$ cat config.mk
export PLATFORM = sky130hd
export DESIGN_NAME = enet_rx_deframer
export DESIGN_NICKNAME = d
export VERILOG_FILES = /design/src/rtl/enet_rx_deframer.sv
export SDC_FILE = /design/constraint.sdc
export NUM_CORES = 1
export LEC_CHECK = 0
export ABC_CLOCK_PERIOD_IN_PS = 7460
export BUFFER_PORTS_ARGS = -buffer_cell sky130_fd_sc_hd__clkbuf_2
export CORE_ASPECT_RATIO = 1.4
export CORE_MARGIN = 5
export CORE_UTILIZATION = 60
export DETAILED_ROUTE_END_ITERATION = 8
export PLACE_DENSITY = 0.89
export SYNTH_ARGS = -nofsm -noshare
export SYNTH_HDL_FRONTEND = slang
export SYNTH_SLANG_ARGS = --single-unit
$ cat constraint.sdc
create_clock -name clk -period 7.46 [get_ports clk]
set_input_delay 0.373 -clock clk [delete_from_list [all_inputs] [get_ports clk]]
set_output_delay 0.373 -clock clk [all_outputs]
set_load 0.01 [all_outputs]
$ cat src/rtl/enet_rx_deframer.sv
// enet_rx_deframer: packs 2/4/8-bit receive symbols into bytes, strips the
// preamble and SFD, and streams payload bytes with sop/eop/err markers and
// saturating good/bad frame counters.
module enet_rx_deframer #(
  parameter int MIN_PRE = 2,
  parameter int CNT_W   = 16
) (
  input  logic             clk,
  input  logic             rst,
  input  logic             mii_select,
  input  logic             rmii_select,
  input  logic [7:0]       rxd,
  input  logic             rx_dv,
  input  logic             rx_er,
  output logic             out_valid,
  output logic [7:0]       out_data,
  output logic             out_sop,
  output logic             out_eop,
  output logic             out_err,
  output logic [CNT_W-1:0] frame_cnt,
  output logic [CNT_W-1:0] err_cnt,
  output logic [1:0]       dbg_state
);
  // Output handshake: out_valid is a single-cycle strobe with no ready/backpressure;
  // out_data/out_sop/out_eop/out_err are meaningful only while out_valid=1.

  typedef enum logic [1:0] {S_IDLE = 2'd0, S_PRE = 2'd1, S_DATA = 2'd2, S_DROP = 2'd3} state_e;

  // Lane width codes: 8-bit, 4-bit, 2-bit symbols.
  localparam logic [1:0]       M_W8    = 2'd0;
  localparam logic [1:0]       M_W4    = 2'd1;
  localparam logic [1:0]       M_W2    = 2'd2;
  localparam logic [CNT_W-1:0] CNT_MAX = '1;
  localparam logic [CNT_W-1:0] CNT_ONE = {{(CNT_W-1){1'b0}}, 1'b1};

  state_e           state_q, state_d;
  logic [1:0]       mode_q, mode_d, beat_q, beat_d;
  logic [7:0]       asm_q, asm_d, hold_q, hold_d, odata_q, odata_d;
  logic [2:0]       pre_q, pre_d;
  logic             hold_vld_q, hold_vld_d, first_q, first_d, sticky_q, sticky_d;
  logic             ov_q, ov_d, sop_q, sop_d, eop_q, eop_d, oerr_q, oerr_d;
  logic [CNT_W-1:0] fcnt_q, fcnt_d, ecnt_q, ecnt_d;
  logic             frame_inc, err_inc;

  logic [1:0] live_mode, cur_mode, cur_beat, last_beat;
  logic [7:0] cur_asm, sym, byte_val;
  logic [2:0] cur_pre, shamt;
  logic       byte_done;

  // Decode the live interface select into a lane width code.
  always_comb begin
    case ({mii_select, rmii_select})
      2'b10:   live_mode = M_W4;
      2'b11:   live_mode = M_W2;
      default: live_mode = M_W8;
    endcase
  end

  // Lane extraction and LSB-first byte assembly; IDLE behaves as a fresh frame.
  always_comb begin
    cur_mode = (state_q == S_IDLE) ? live_mode : mode_q;
    cur_beat = (state_q == S_IDLE) ? 2'd0 : beat_q;
    cur_asm  = (state_q == S_IDLE) ? 8'd0 : asm_q;
    cur_pre  = (state_q == S_IDLE) ? 3'd0 : pre_q;
    case (cur_mode)
      M_W4: begin
        sym       = {4'd0, rxd[3:0]};
        last_beat = 2'd1;
        shamt     = {cur_beat[0], 2'b00};
      end
      M_W2: begin
        sym       = {6'd0, rxd[1:0]};
        last_beat = 2'd3;
        shamt     = {cur_beat, 1'b0};
      end
      default: begin
        sym       = rxd;
        last_beat = 2'd0;
        shamt     = 3'd0;
      end
    endcase
    byte_val  = cur_asm | (sym << shamt);
    byte_done = rx_dv && (cur_beat == last_beat);
  end

  // Frame FSM: preamble/SFD check, one-byte hold pipeline, end-of-frame flush, counters.
  always_comb begin
    state_d    = state_q;
    mode_d     = mode_q;
    beat_d     = beat_q;
    asm_d      = asm_q;
    pre_d      = pre_q;
    hold_d     = hold_q;
    hold_vld_d = hold_vld_q;
    first_d    = first_q;
    sticky_d   = sticky_q;
    odata_d    = odata_q;
    ov_d       = 1'b0;
    sop_d      = 1'b0;
    eop_d      = 1'b0;
    oerr_d     = 1'b0;
    frame_inc  = 1'b0;
    err_inc    = 1'b0;

    if (rx_dv) begin
      if (byte_done) begin
        beat_d = 2'd0;
        asm_d  = 8'd0;
      end else begin
        beat_d = cur_beat + 2'd1;
        asm_d  = byte_val;
      end
    end

    case (state_q)
      S_IDLE, S_PRE: begin
        if (state_q == S_IDLE) mode_d = live_mode;
        pre_d = cur_pre;
        if (!rx_dv) begin
          state_d = S_IDLE;
        end else if (rx_er) begin
          state_d = S_DROP;
          err_inc = 1'b1;
        end else begin
          state_d = S_PRE;
          if (byte_done) begin
            if (byte_val == 8'h55) begin
              if (cur_pre != 3'd7) pre_d = cur_pre + 3'd1;
            end else if (byte_val == 8'hD5 && int'(cur_pre) >= MIN_PRE) begin
              state_d    = S_DATA;
              hold_vld_d = 1'b0;
              first_d    = 1'b1;
              sticky_d   = 1'b0;
            end else begin
              state_d = S_DROP;
              err_inc = 1'b1;
            end
          end
        end
      end
      S_DATA: begin
        if (rx_dv) begin
          if (rx_er) sticky_d = 1'b1;
          if (byte_done) begin
            if (hold_vld_q) begin
              ov_d    = 1'b1;
              odata_d = hold_q;
              sop_d   = first_q;
              first_d = 1'b0;
            end
            hold_d     = byte_val;
            hold_vld_d = 1'b1;
          end
        end else begin
          state_d    = S_IDLE;
          hold_vld_d = 1'b0;
          if (hold_vld_q) begin
            ov_d    = 1'b1;
            odata_d = hold_q;
            sop_d   = first_q;
            eop_d   = 1'b1;
            oerr_d  = sticky_q || (beat_q != 2'd0);
            if (sticky_q || (beat_q != 2'd0)) err_inc = 1'b1;
            else frame_inc = 1'b1;
          end else begin
            err_inc = 1'b1;
          end
        end
      end
      S_DROP: begin
        if (!rx_dv) state_d = S_IDLE;
      end
      default: state_d = S_IDLE;
    endcase

    fcnt_d = (frame_inc && fcnt_q != CNT_MAX) ? fcnt_q + CNT_ONE : fcnt_q;
    ecnt_d = (err_inc && ecnt_q != CNT_MAX) ? ecnt_q + CNT_ONE : ecnt_q;
  end

  // State, datapath and output registers with synchronous reset.
  always_ff @(posedge clk) begin
    if (rst) begin
      state_q    <= S_IDLE;
      mode_q     <= M_W8;
      beat_q     <= 2'd0;
      asm_q      <= 8'd0;
      pre_q      <= 3'd0;
      hold_q     <= 8'd0;
      hold_vld_q <= 1'b0;
      first_q    <= 1'b0;
      sticky_q   <= 1'b0;
      odata_q    <= 8'd0;
      ov_q       <= 1'b0;
      sop_q      <= 1'b0;
      eop_q      <= 1'b0;
      oerr_q     <= 1'b0;
      fcnt_q     <= '0;
      ecnt_q     <= '0;
    end else begin
      state_q    <= state_d;
      mode_q     <= mode_d;
      beat_q     <= beat_d;
      asm_q      <= asm_d;
      pre_q      <= pre_d;
      hold_q     <= hold_d;
      hold_vld_q <= hold_vld_d;
      first_q    <= first_d;
      sticky_q   <= sticky_d;
      odata_q    <= odata_d;
      ov_q       <= ov_d;
      sop_q      <= sop_d;
      eop_q      <= eop_d;
      oerr_q     <= oerr_d;
      fcnt_q     <= fcnt_d;
      ecnt_q     <= ecnt_d;
    end
  end

  assign out_valid = ov_q;
  assign out_data  = odata_q;
  assign out_sop   = sop_q;
  assign out_eop   = eop_q;
  assign out_err   = oerr_q;
  assign frame_cnt = fcnt_q;
  assign err_cnt   = ecnt_q;
  assign dbg_state = state_q;

endmodule

==> key figures, run 1 <==
Run status
  – Status: finished, final reports clean

Die
  – Die ar.: 8030 µm²
  – Cell row count: 34
  – Core area: 6170 µm²
  – DIE HEIGHT: 104 µm
  – Die X: 77.2 µm
  – Starting Density: 61.4%
  – Num ports: 60

Hold path
  – Hold Path Depth: 4
  – Worst Hold Path EP: mode_q[1]$_SDFFE_PP0N_
  – HP Class: in -> reg
  – Worst Min Path Start: mii_select

STA
  – Setup_tns: 0 ps
  – Slew Limit Fails: 0
  – Setup violations, final: 0
  – Final hold slack: 431 ps
  – Fmax: 221 MHz
  – RSZ-0062 raised after global routing: no
  – Slew at the pin with the worst max-slew slack: 755 ps
  – Max_slew headroom: 49.7%
  – Final period utilization: 60.7%
  – Tmin final: 4530 ps
  – Final hold vios: 0
  – Layout Skew: 12.9 ps

Synthesis
  – Synthesized cell area: 3790 µm²
  – Synth Flop Type: dfxtp_1
  – Mapped Cells: 440
  – EDFF count, synth: 0
  – #FFs+latches synth: 72
  – Asr flop ratio synth: 0%
  – Syn avg cell area: 8.61 µm²
  – Synth warnings: 0
  – Sequential share of the synthesized area: 38.0%
  – Post-synth cell types: 76
  – Syn nets: 461

Setup path
  – Worst R2R Start: dbg_state[1]$_SDFFE_PP0P_
  – Reg-to-Reg End: pre_q[1]$_SDFFE_PP0N_
  – Critical path capture point type: flip-flop
  – Critical path class: reg -> reg
  – Reg2reg setup slack: 2930 ps
  – Crit Path Max Fanout: 18
  – Crit path launch: dbg_state[1]$_SDFFE_PP0P_
  – Worst setup SP type: flip-flop
  – Reg2reg path depth: 12
  – Data arrival, critical path: 4790 ps
  – CP Data Required Time: 7720 ps

Detailed routing
  – Wire length per cell: 16.5 µm
  – WL met3: 463 µm
  – DRT iter0 DRCs: 209
  – Vias per cell: 6.21
  – First-pass DRT Iterations: 5
  – Met1 wire length: 3690 µm
  – DR WL met2: 4780 µm
  – DRC Markers: 0
  – Post-Route WL: 9350 µm
  – DR top layer: met4
  – Via count: 3506
  – Post-DRT Antenna Nets: 0

Finish
  – N_diodes: 0
  – P&R area growth vs syn: 11.6%
  – Fill count: 500
  – Layout cells sized above 1: 21.5%
  – Layout Nets: 509
  – Final Non-Filler Cells: 565

Power and ir drop
  – Total power: 0.000804 W
  – Leak: 1.78 nW
  – Worst vdd rail ir drop: 0.118 mV
  – Pwr dens: 190 nW/µm²

GRT
  – Antenna violations before repair: 0
  – Gr usage total: 23.4%
  – Vias in the first global route: 3346
  – First-pass GRT wire length: 15400 µm
  – Largest net degree at the start of global routing: 71
  – Gr ovfl total: 0

CTS
  – Post-CTS Setup Inserts: 0
  – Inserted Clock Buffers: 9
  – Worst skew pair latency: 360 ps
  – # resized after CTS: 0
  – Hold Buf Count CTS: 0
  – CTS sink count: 72
  – CTS root buf: clkbuf_8
  – CTS max path bufs: 2
  – Htree depth: 3
  – CTS tree: built
  – CTS clk-pin slew, worst paths: 90 ps

Flow run
  – Max cap viols: 0

Place
  – Placed wire-length estimate: 6730 µm
  – Port Buffers: 59
  – Final Wtd Congestion: 0.954
  – Placed cells: 549
==> cell type report <==
cell class	count	area, µm²	area share [%]
inverters	15	56.3	1.33
well taps	72	90.1	2.13
repair buffers	61	310	7.34
clock inverters	7	63.8	1.51
multi-input cells	329	2140	50.7
clock buffers	9	124	2.93
flip-flops and latches	72	1440	34.1
==> registers in the layout, indices dropped and copies added, names as in the netlist <==
| name | count |
|---|---|
| out_valid | 1 |
| hold_q | 8 |
| err_cnt | 16 |
| first_q | 1 |
| asm_q | 8 |
| dbg_state | 2 |
| mode_q | 2 |
| out_data | 8 |
| beat_q | 2 |
| out_err | 1 |
| out_eop | 1 |
| sticky_q | 1 |
| pre_q | 3 |
| hold_vld_q | 1 |
| frame_cnt | 16 |
| out_sop | 1 |
==> per-stage QoR <==
stage	setup WS [ps]	utilization (%)	area [µm²]
finish	2930	68.6	4230
global route	2470	68.6	4230
CTS	3000	68.6	4230
detailed placement	3010	65.5	4040
global placement	3130	65.5	4040
floorplan	3560	-	3790
==> logic make-up (layout without fill, tap and decap cells) <==
family	after synthesis	in the layout	synth area share, %
buffers and inverters	39	92	5.38
adder cells (fa/ha/maj)	7	7	2.31
XOR/XNOR	13	13	3.01
flip-flops	72	72	38.0
AO/OA/AOI/OAI	97	97	18.7
multiplexers	24	24	6.54
AND/OR/NAND/NOR	188	188	26.0
==> per-layer routing <==
metal	vias up	track usage, %
met4	0	14.6
met2	123	40.3
li1	1690	-
met3	36	3.90
met5	-	0
met1	1657	26.1
==> synth_stat cells (all sizes together), types with 5 or more instances <==
cell,count,area (µm²)
a21oi,26,130
a22o,8,72.6
and3,6,38.8
and4,6,52.6
buf,11,88.8
clkbuf,13,58.8
dfxtp,72,1440
ha,7,87.6
inv,15,56.3
mux2,6,67.6
mux2i,18,180
nand2,40,155
nand3,16,80.1
nand4,11,68.8
nor2,54,205
nor2b,8,50.1
nor3,8,40.0
o21ai,20,104
o31ai,6,45.0
or3,16,105
xnor2,5,43.8
xor2,8,70.1
==> cell usage in the layout, fill, tap and decap left out, types with 7 or more instances in the layout <==
| cell | count |
|---|---|
| ha_1 | 7 |
| clkbuf_2 | 59 |
| nand4_1 | 11 |
| o21ai_0 | 17 |
| xor2_1 | 8 |
| mux2i_1 | 18 |
| nor2_1 | 53 |
| a21oi_1 | 26 |
| nor2b_1 | 8 |
| dfxtp_1 | 72 |
| inv_1 | 15 |
| nand2_1 | 38 |
| nor3_1 | 8 |
| clkbuf_8 | 9 |
| or3_1 | 15 |
| nand3_1 | 16 |
==> worst max path at each step <==
stage / cells after the start / to / slack [ps]
after detailed placement: 12 / err_cnt[10]$_SDFFE_PP0P_ / 3010
after global placement: 12 / sticky_q$_SDFFE_PP0P_ / 3130
after global routing: 12 / err_cnt[10]$_SDFFE_PP0P_ / 2470
after CTS: 12 / err_cnt[10]$_SDFFE_PP0P_ / 3000
final: 12 / pre_q[1]$_SDFFE_PP0N_ / 2930
after floorplan: 18 / sticky_q$_SDFFE_PP0P_ / 3560
==> power breakdown <==
part | internal (W) | total (W) | switching (W)
combinational | 0.0000350 | 0.000102 | 0.0000667
sequential | 0.000392 | 0.000404 | 0.0000122
clock | 0.000127 | 0.000298 | 0.000170
total | 0.000554 | 0.000804 | 0.000249
==> worst max-delay path, stage by stage (launching register included) <==
cell and delay [ps]:
dfxtp_1 680, or2_1 580, nor3b_1 100, a21oi_1 300
inv_1 80, ha_1 640, o21ai_0 210, mux2i_1 270
o221a_2 260, o211ai_4 100, or4_4 540, or4_1 510
o32ai_1 160
Power figures use the tool's default switching activity.
==> run 2: changes to the inputs <==
- ABC_CLOCK_PERIOD_IN_PS: 7460 -> 4650
- CORE_UTILIZATION: 60 -> 57
- PLACE_DENSITY: 0.89 -> 0.85
- clock period: 7.46 -> 4.65 ns (I/O delays scaled with it)
==> run 2 against run 1 <==
Net effect: cell area increased by 1.7%; via count is 2.6% lower; combinational power up 67%; count of clock-buffer cells in the layout unchanged; non-clock buffer count up 4; wire length up 0.73%; register-to-register slack got worse by 2400 ps; maximum frequency is 11% higher; final cell count rose by 1.1%; critical endpoint is now sticky_q$_SDFFE_PP0P_.
==> key figures, run 2 (same netlist as run 1, synthesis figures left out) <==
STA
  – Final hold vios: 0
  – Layout Skew: 7.22 ps
  – Setup violations, final: 0
  – Setup_tns: 0 ps
  – Max_slew headroom: 29.3%
  – Slew at the pin with the worst max-slew slack: 1050 ps
  – Min setup slack post-route: 553 ps
  – Slew Limit Fails: 0
  – Tmin final: 4100 ps
  – Final hold slack: 286 ps
  – RSZ-0062 raised after global routing: no
  – Fmax: 244 MHz
  – Final period utilization: 88.1%

CTS
  – CTS tree: built
  – # resized after CTS: 0
  – Htree depth: 3
  – CTS root buf: clkbuf_8
  – Hold Buf Count CTS: 0
  – Post-CTS Setup Inserts: 0
  – Inserted Clock Buffers: 9
  – CTS clk-pin slew, worst paths: 80 ps
  – CTS max path bufs: 2
  – CTS sink count: 72
  – Worst skew pair latency: 350 ps

Setup path
  – CP Data Required Time: 4890 ps
  – Crit Path Max Fanout: 17
  – Worst R2R Start: dbg_state[0]$_SDFFE_PP0P_
  – Data arrival, critical path: 4340 ps
  – Crit path launch: dbg_state[0]$_SDFFE_PP0P_
  – Worst setup SP type: flip-flop
  – Critical path class: reg -> reg
  – Critical path capture point type: flip-flop

Detailed routing
  – Wire length per cell: 16.5 µm
  – DRC Markers: 0
  – First-pass DRT Iterations: 5
  – DRT iter0 DRCs: 196
  – Post-DRT Antenna Nets: 0
  – Via count: 3416
  – Post-Route WL: 9420 µm
  – Vias per cell: 5.98

Die
  – Die ar.: 8400 µm²
  – Core area: 6530 µm²
  – DIE HEIGHT: 106 µm
  – Die X: 78.9 µm
  – Num ports: 60
  – Starting Density: 58.1%
  – Cell row count: 35

Finish
  – N_diodes: 0
  – Layout Nets: 513
  – Most common cell after layout, fill and taps aside: dfxtp_1
  – Final Non-Filler Cells: 571
  – P&R area growth vs syn: 13.5%
  – Layout cells sized above 1: 22.1%
  – Most frequent cells in the layout: 72 x dfxtp_1, 59 x clkbuf_2, 53 x nor2_1

GRT
  – Gr ovfl total: 0
  – Gr usage total: 23.1%
  – Antenna violations before repair: 0
  – Largest net degree at the start of global routing: 54
  – Vias in the first global route: 3275
  – First-pass GRT wire length: 15400 µm

Place
  – Placed cells: 555
  – Final Wtd Congestion: 0.969
  – Placed wire-length estimate: 6940 µm
  – Dpl ws: 622 ps
  – Port Buffers: 59

Power and ir drop
  – Pwr dens: 321 nW/µm²
  – Leak: 1.82 nW
  – Sw Ratio: 27.6%
  – Clk network pwr share: 40.8%
  – Worst vdd rail ir drop: 0.222 mV
  – Sequential cell fraction of total power: 46.9%
  – Comb pwr share: 12.3%
  – Int Pwr: 0.00100 W
  – Net switching power figure: 0.000381 W

Flow run
  – Max cap viols: 0

Hold path
  – Worst Min Path Start: mii_select
  – HP Class: in -> reg

Run status
  – Status: finished, final reports clean
-- run 2: changes by cell type in the layout (fill, tap and decap cells not counted), sizes merged --
cell / previous run / this run
buf: 2 / 6
bufinv: 0 / 2
clkinvlp: 2 / 0
-- run 2: stage by stage --
| stage | total power (W) | cell area (µm²) | util (%) |
|---|---|---|---|
| after floorplan | 0.000785 | 3790 | - |
| after global placement | 0.000827 | 4070 | 62.4 |
| after detailed placement | 0.000829 | 4070 | 62.4 |
| after CTS | 0.00139 | 4300 | 65.9 |
| after global routing | 0.00144 | 4300 | 65.9 |
| final | 0.00138 | 4300 | 65.9 |
-- run 2: final timing paths --
path / endpoint / slack [ps] / cells after the start
max: sticky_q$_SDFFE_PP0P_ / 550 / 12
min: mode_q[1]$_SDFFE_PP0N_ / 290 / 4
max reg2reg: sticky_q$_SDFFE_PP0P_ / 550 / 12
min reg2reg: hold_q[2]$_SDFFE_PP0P_ / 460 / 2
-- run 2: metal layers --
metal | share of wire, % | routed length, µm | GRT usage [%]
met1 | 39 | 3690 | 25.1
met4 | 4.0 | 380 | 11.8
met5 | 0 | 0 | 0
met2 | 51 | 4830 | 41.1
met3 | 5.4 | 512 | 5.51
-- run 2: layout make-up --
type,count,area [µm²]
Clock inverter,7,103
Multi-Input combinational cell,329,2140
Inverter,15,56.3
Sequential cell,72,1440
Timing Repair Buffer,65,340
Fill cell,555,2220
Clock buffer,9,124
Tap cell,74,92.6
-- run 2: critical path, stage by stage (launching register included) --
cell and delay, ps:
dfxtp_1 660, or2_1 260, nor3b_1 70, a21oi_1 270
inv_1 80, ha_1 650, o21ai_0 230, mux2i_1 250
o221a_2 250, o211ai_4 90, or4_4 530, or3_4 360
a32o_2 270
-- run 2: power groups by stage --
stage,sequential [W],clock [W],combinational (W)
final,0.000648,0.000564,0.000170
after global placement,0.000662,0,0.000166
after global routing,0.000650,0.000609,0.000186
after detailed placement,0.000662,0,0.000167
after floorplan,0.000655,0,0.000130
after CTS,0.000648,0.000577,0.000168
==> run 3: changes to the inputs <==
- ABC_AREA: default -> 1
==> run 3 against run 2 <==
Net effect: critical endpoint is now err_cnt[3]$_SDFFE_PP0P_; utilization up 0.78 points; non-clock buffer count fell by 5; first-iteration DRC count grew 2.0%; highest routed layer unchanged; largest power group unchanged.
==> key figures, run 3 <==
Run status
  – Status: finished, final reports clean

Setup path
  – Buf/Inv on CP: 1
  – Worst path cell trace: nor2_4 -> o21ai_0 -> inv_1 -> ha_1 -> o21ai_0 -> nand2_1 -> nand2_1 -> nor2_1 -> nor2_1 -> nand2_1 -> nor2_2 -> nand3_1 -> nand3_1 -> nand2_1 -> nand2_2 -> nand2_4 -> nand2_4 -> nand2_1 -> a21oi_1
  – Worst R2R Start: dbg_state[1]$_SDFFE_PP0P_
  – CP Data Required Time: 4920 ps
  – Worst setup SP type: flip-flop
  – Reg-to-Reg End: err_cnt[3]$_SDFFE_PP0P_
  – Critical path capture point type: flip-flop
  – Reg2reg path depth: 19
  – Data arrival, critical path: 3900 ps
  – CP max-delay cell: dfxtp_1
  – Reg2reg setup slack: 1020 ps
  – CP most frequent cell: nand2_1
  – Slowest stage delay, CP: 560 ps
  – Worst path top cell family by delay: simple AND/OR/NAND/NOR gates
  – Crit Path Max Fanout: 19
  – Critical path class: reg -> reg

Power and ir drop
  – Pwr dens: 312 nW/µm²
  – Leak: 1.88 nW
  – Worst vdd rail ir drop: 0.212 mV

Detailed routing
  – Post-Route WL: 9030 µm
  – Wire length per cell: 13.4 µm
  – DRT iter0 DRCs: 200
  – Vias per cell: 5.65
  – Via count: 3821
  – Post-DRT Antenna Nets: 0
  – DRC Markers: 0
  – First-pass DRT Iterations: 5

Hold path
  – HP Class: in -> reg
  – Worst Hold Path EP: asm_q[3]$_SDFFE_PP0P_
  – Hold Path Depth: 2
  – Worst Min Path Start: rx_dv

CTS
  – Inserted Clock Buffers: 9
  – Worst skew pair latency: 350 ps
  – CTS root buf: clkbuf_8
  – Hold Buf Count CTS: 0
  – CTS sink count: 72
  – CTS max path bufs: 2
  – Post-CTS Setup Inserts: 0
  – # resized after CTS: 0
  – CTS tree: built
  – Htree depth: 3
  – CTS clk-pin slew, worst paths: 80 ps

STA
  – Setup_tns: 0 ps
  – Tmin final: 3630 ps
  – Slew Limit Fails: 0
  – Final hold vios: 0
  – RSZ-0062 raised after global routing: no
  – Setup violations, final: 0
  – Fmax: 275 MHz
  – Final period utilization: 78.1%
  – Slew at the pin with the worst max-slew slack: 951 ps
  – Layout Skew: 10.8 ps
  – Max_slew headroom: 36.6%

Place
  – Placed wire-length estimate: 6700 µm
  – Final Wtd Congestion: 0.984
  – Port Buffers: 59

Finish
  – Reg area: 1440 µm²
  – Most frequent cells in the layout: 86 x nand2_1, 72 x dfxtp_1, 67 x nor2_1
  – Core Util, Final: 66.7%
  – Layout Nets: 618
  – P&R area growth vs syn: 13.6%
  – Multi-input gate area: 2070 µm²
  – Fill count: 548
  – Layout cells sized above 1: 19.8%
  – Most common cell after layout, fill and taps aside: nand2_1
  – N_diodes: 0

Synthesis
  – Dominant cell type by area after synthesis: dfxtp_1
  – Syn nets: 563
  – Sequential share of the synthesized area: 37.4%
  – Post-Synth Simple-Gate Area: 32.9%
  – Xor-xnor portion of the synthesized cell area: 3.63%
  – #FFs+latches synth: 72
  – Syn avg cell area: 7.11 µm²
  – Mapped Cells: 542
  – Synth cell count leaders: 86 x nand2_1, 72 x dfxtp_1, 67 x nor2_1
  – Share of the synthesized area in the top cell type: 37.4%
  – Synth Area in Compound Gates: 14.9%
  – Main combinational cell family by area after synthesis: simple AND/OR/NAND/NOR gates
  – Synthesized cell area: 3860 µm²
  – Post-Synth Adder-Cell Area: 2.27%
  – Synth area leaders: dfxtp_1 37%, nand2_1 8.4%, nor2_1 6.5%, inv_1 6.2%, nand3_1 6.1%
  – Asr flop ratio synth: 0%
  – EDFF count, synth: 0
  – Synth warnings: 0
  – Post-synthesis mux area share: 0%
  – Most instantiated library cell after synthesis: nand2_1
  – Synth Flop Type: dfxtp_1
  – Post-synth cell types: 45

GRT
  – First-pass GRT wire length: 15400 µm
  – Largest net degree at the start of global routing: 36
  – Vias in the first global route: 3741
  – Antenna violations before repair: 0
  – Gr ovfl total: 0
  – Gr usage total: 22.1%

Die
  – Num ports: 60
  – Starting Density: 58.7%
  – Cell row count: 35
  – Core area: 6570 µm²
  – DIE HEIGHT: 107 µm
  – Die X: 79.5 µm
  – Die ar.: 8530 µm²

Flow run
  – Max cap viols: 0
==> run 3: cell count changes in the layout (fill, tap and decap cells not counted), moves of 8 or more <==
| cell | before | now |
|---|---|---|
| inv_1 | 15 | 64 |
| nand2_1 | 38 | 86 |
| nand3_1 | 16 | 47 |
| o21ai_0 | 16 | 36 |
| mux2i_1 | 18 | 0 |
| or3_1 | 15 | 0 |
| nor2_1 | 53 | 67 |
| nand2_2 | 2 | 14 |
| a21oi_2 | 0 | 10 |
| nor2b_1 | 8 | 0 |
| nor3_1 | 8 | 16 |
==> run 3: final cells by class <==
| cell class | count | share of cell area [%] |
|---|---|---|
| clock inverter | 7 | 2.17 |
| multi-input combinational | 387 | 47.3 |
| inverter | 67 | 5.80 |
| tap | 74 | 2.11 |
| timing repair buffer | 60 | 6.91 |
| sequential | 72 | 32.9 |
| clock buffer | 9 | 2.83 |
==> run 3: kinds of logic after synthesis <==
kind of cell    after synthesis
compound gates               99
xor+xnor                     16
fa+ha+maj                     7
buf+inv                      83
flops                        72
simple gates                265
==> run 3: worst max path at each step <==
stage                         startpoint                       to  slack, ps  depth (start not counted)
2_1_floorplan  dbg_state[0]$_SDFFE_PP0P_  err_cnt[6]$_SDFFE_PP0P_       1500                         24
3_3_place_gp   dbg_state[1]$_SDFFE_PP0P_     first_q$_SDFFE_PP0P_       1280                         13
3_5_place_dp   dbg_state[1]$_SDFFE_PP0P_     first_q$_SDFFE_PP0P_       1040                         13
4_1_cts        dbg_state[1]$_SDFFE_PP0P_     first_q$_SDFFE_PP0P_       1030                         13
5_1_grt        dbg_state[1]$_SDFFE_PP0P_  err_cnt[3]$_SDFFE_PP0P_        680                         19
6_report       dbg_state[1]$_SDFFE_PP0P_  err_cnt[3]$_SDFFE_PP0P_       1020                         19
==> run 3: metrics by stage <==
| stage | std cells | setup slack [ps] | total power, W | hold slack (ps) | instance area [µm²] |
|---|---|---|---|---|---|
| floorplan | 542 | 1500 | 0.000793 | 353 | 3860 |
| global placement | 660 | 1280 | 0.000824 | 435 | 4160 |
| detailed placement | 660 | 1040 | 0.000830 | 442 | 4160 |
| CTS | 676 | 1030 | 0.00137 | 151 | 4380 |
| global route | 676 | 676 | 0.00142 | 169 | 4380 |
| finish | 676 | 1020 | 0.00137 | 165 | 4380 |
==> run 3: report_power, final <==
| part | total, W | leakage, nW | switching [W] | internal, W |
|---|---|---|---|---|
| sequential | 0.000647 | 0.583 | 0.0000145 | 0.000633 |
| clock | 0.000549 | 0.110 | 0.000246 | 0.000303 |
| combinational | 0.000172 | 1.18 | 0.000119 | 0.0000521 |
==> run 3: layer usage <==
layer / track usage [%] / up-vias / wire length, µm
li1: - / 1893 / -
met1: 23.6 / 1772 / 3580
met2: 40.0 / 127 / 4690
met3: 3.94 / 29 / 513
met4: 12.4 / 0 / 250
met5: 0 / - / 0
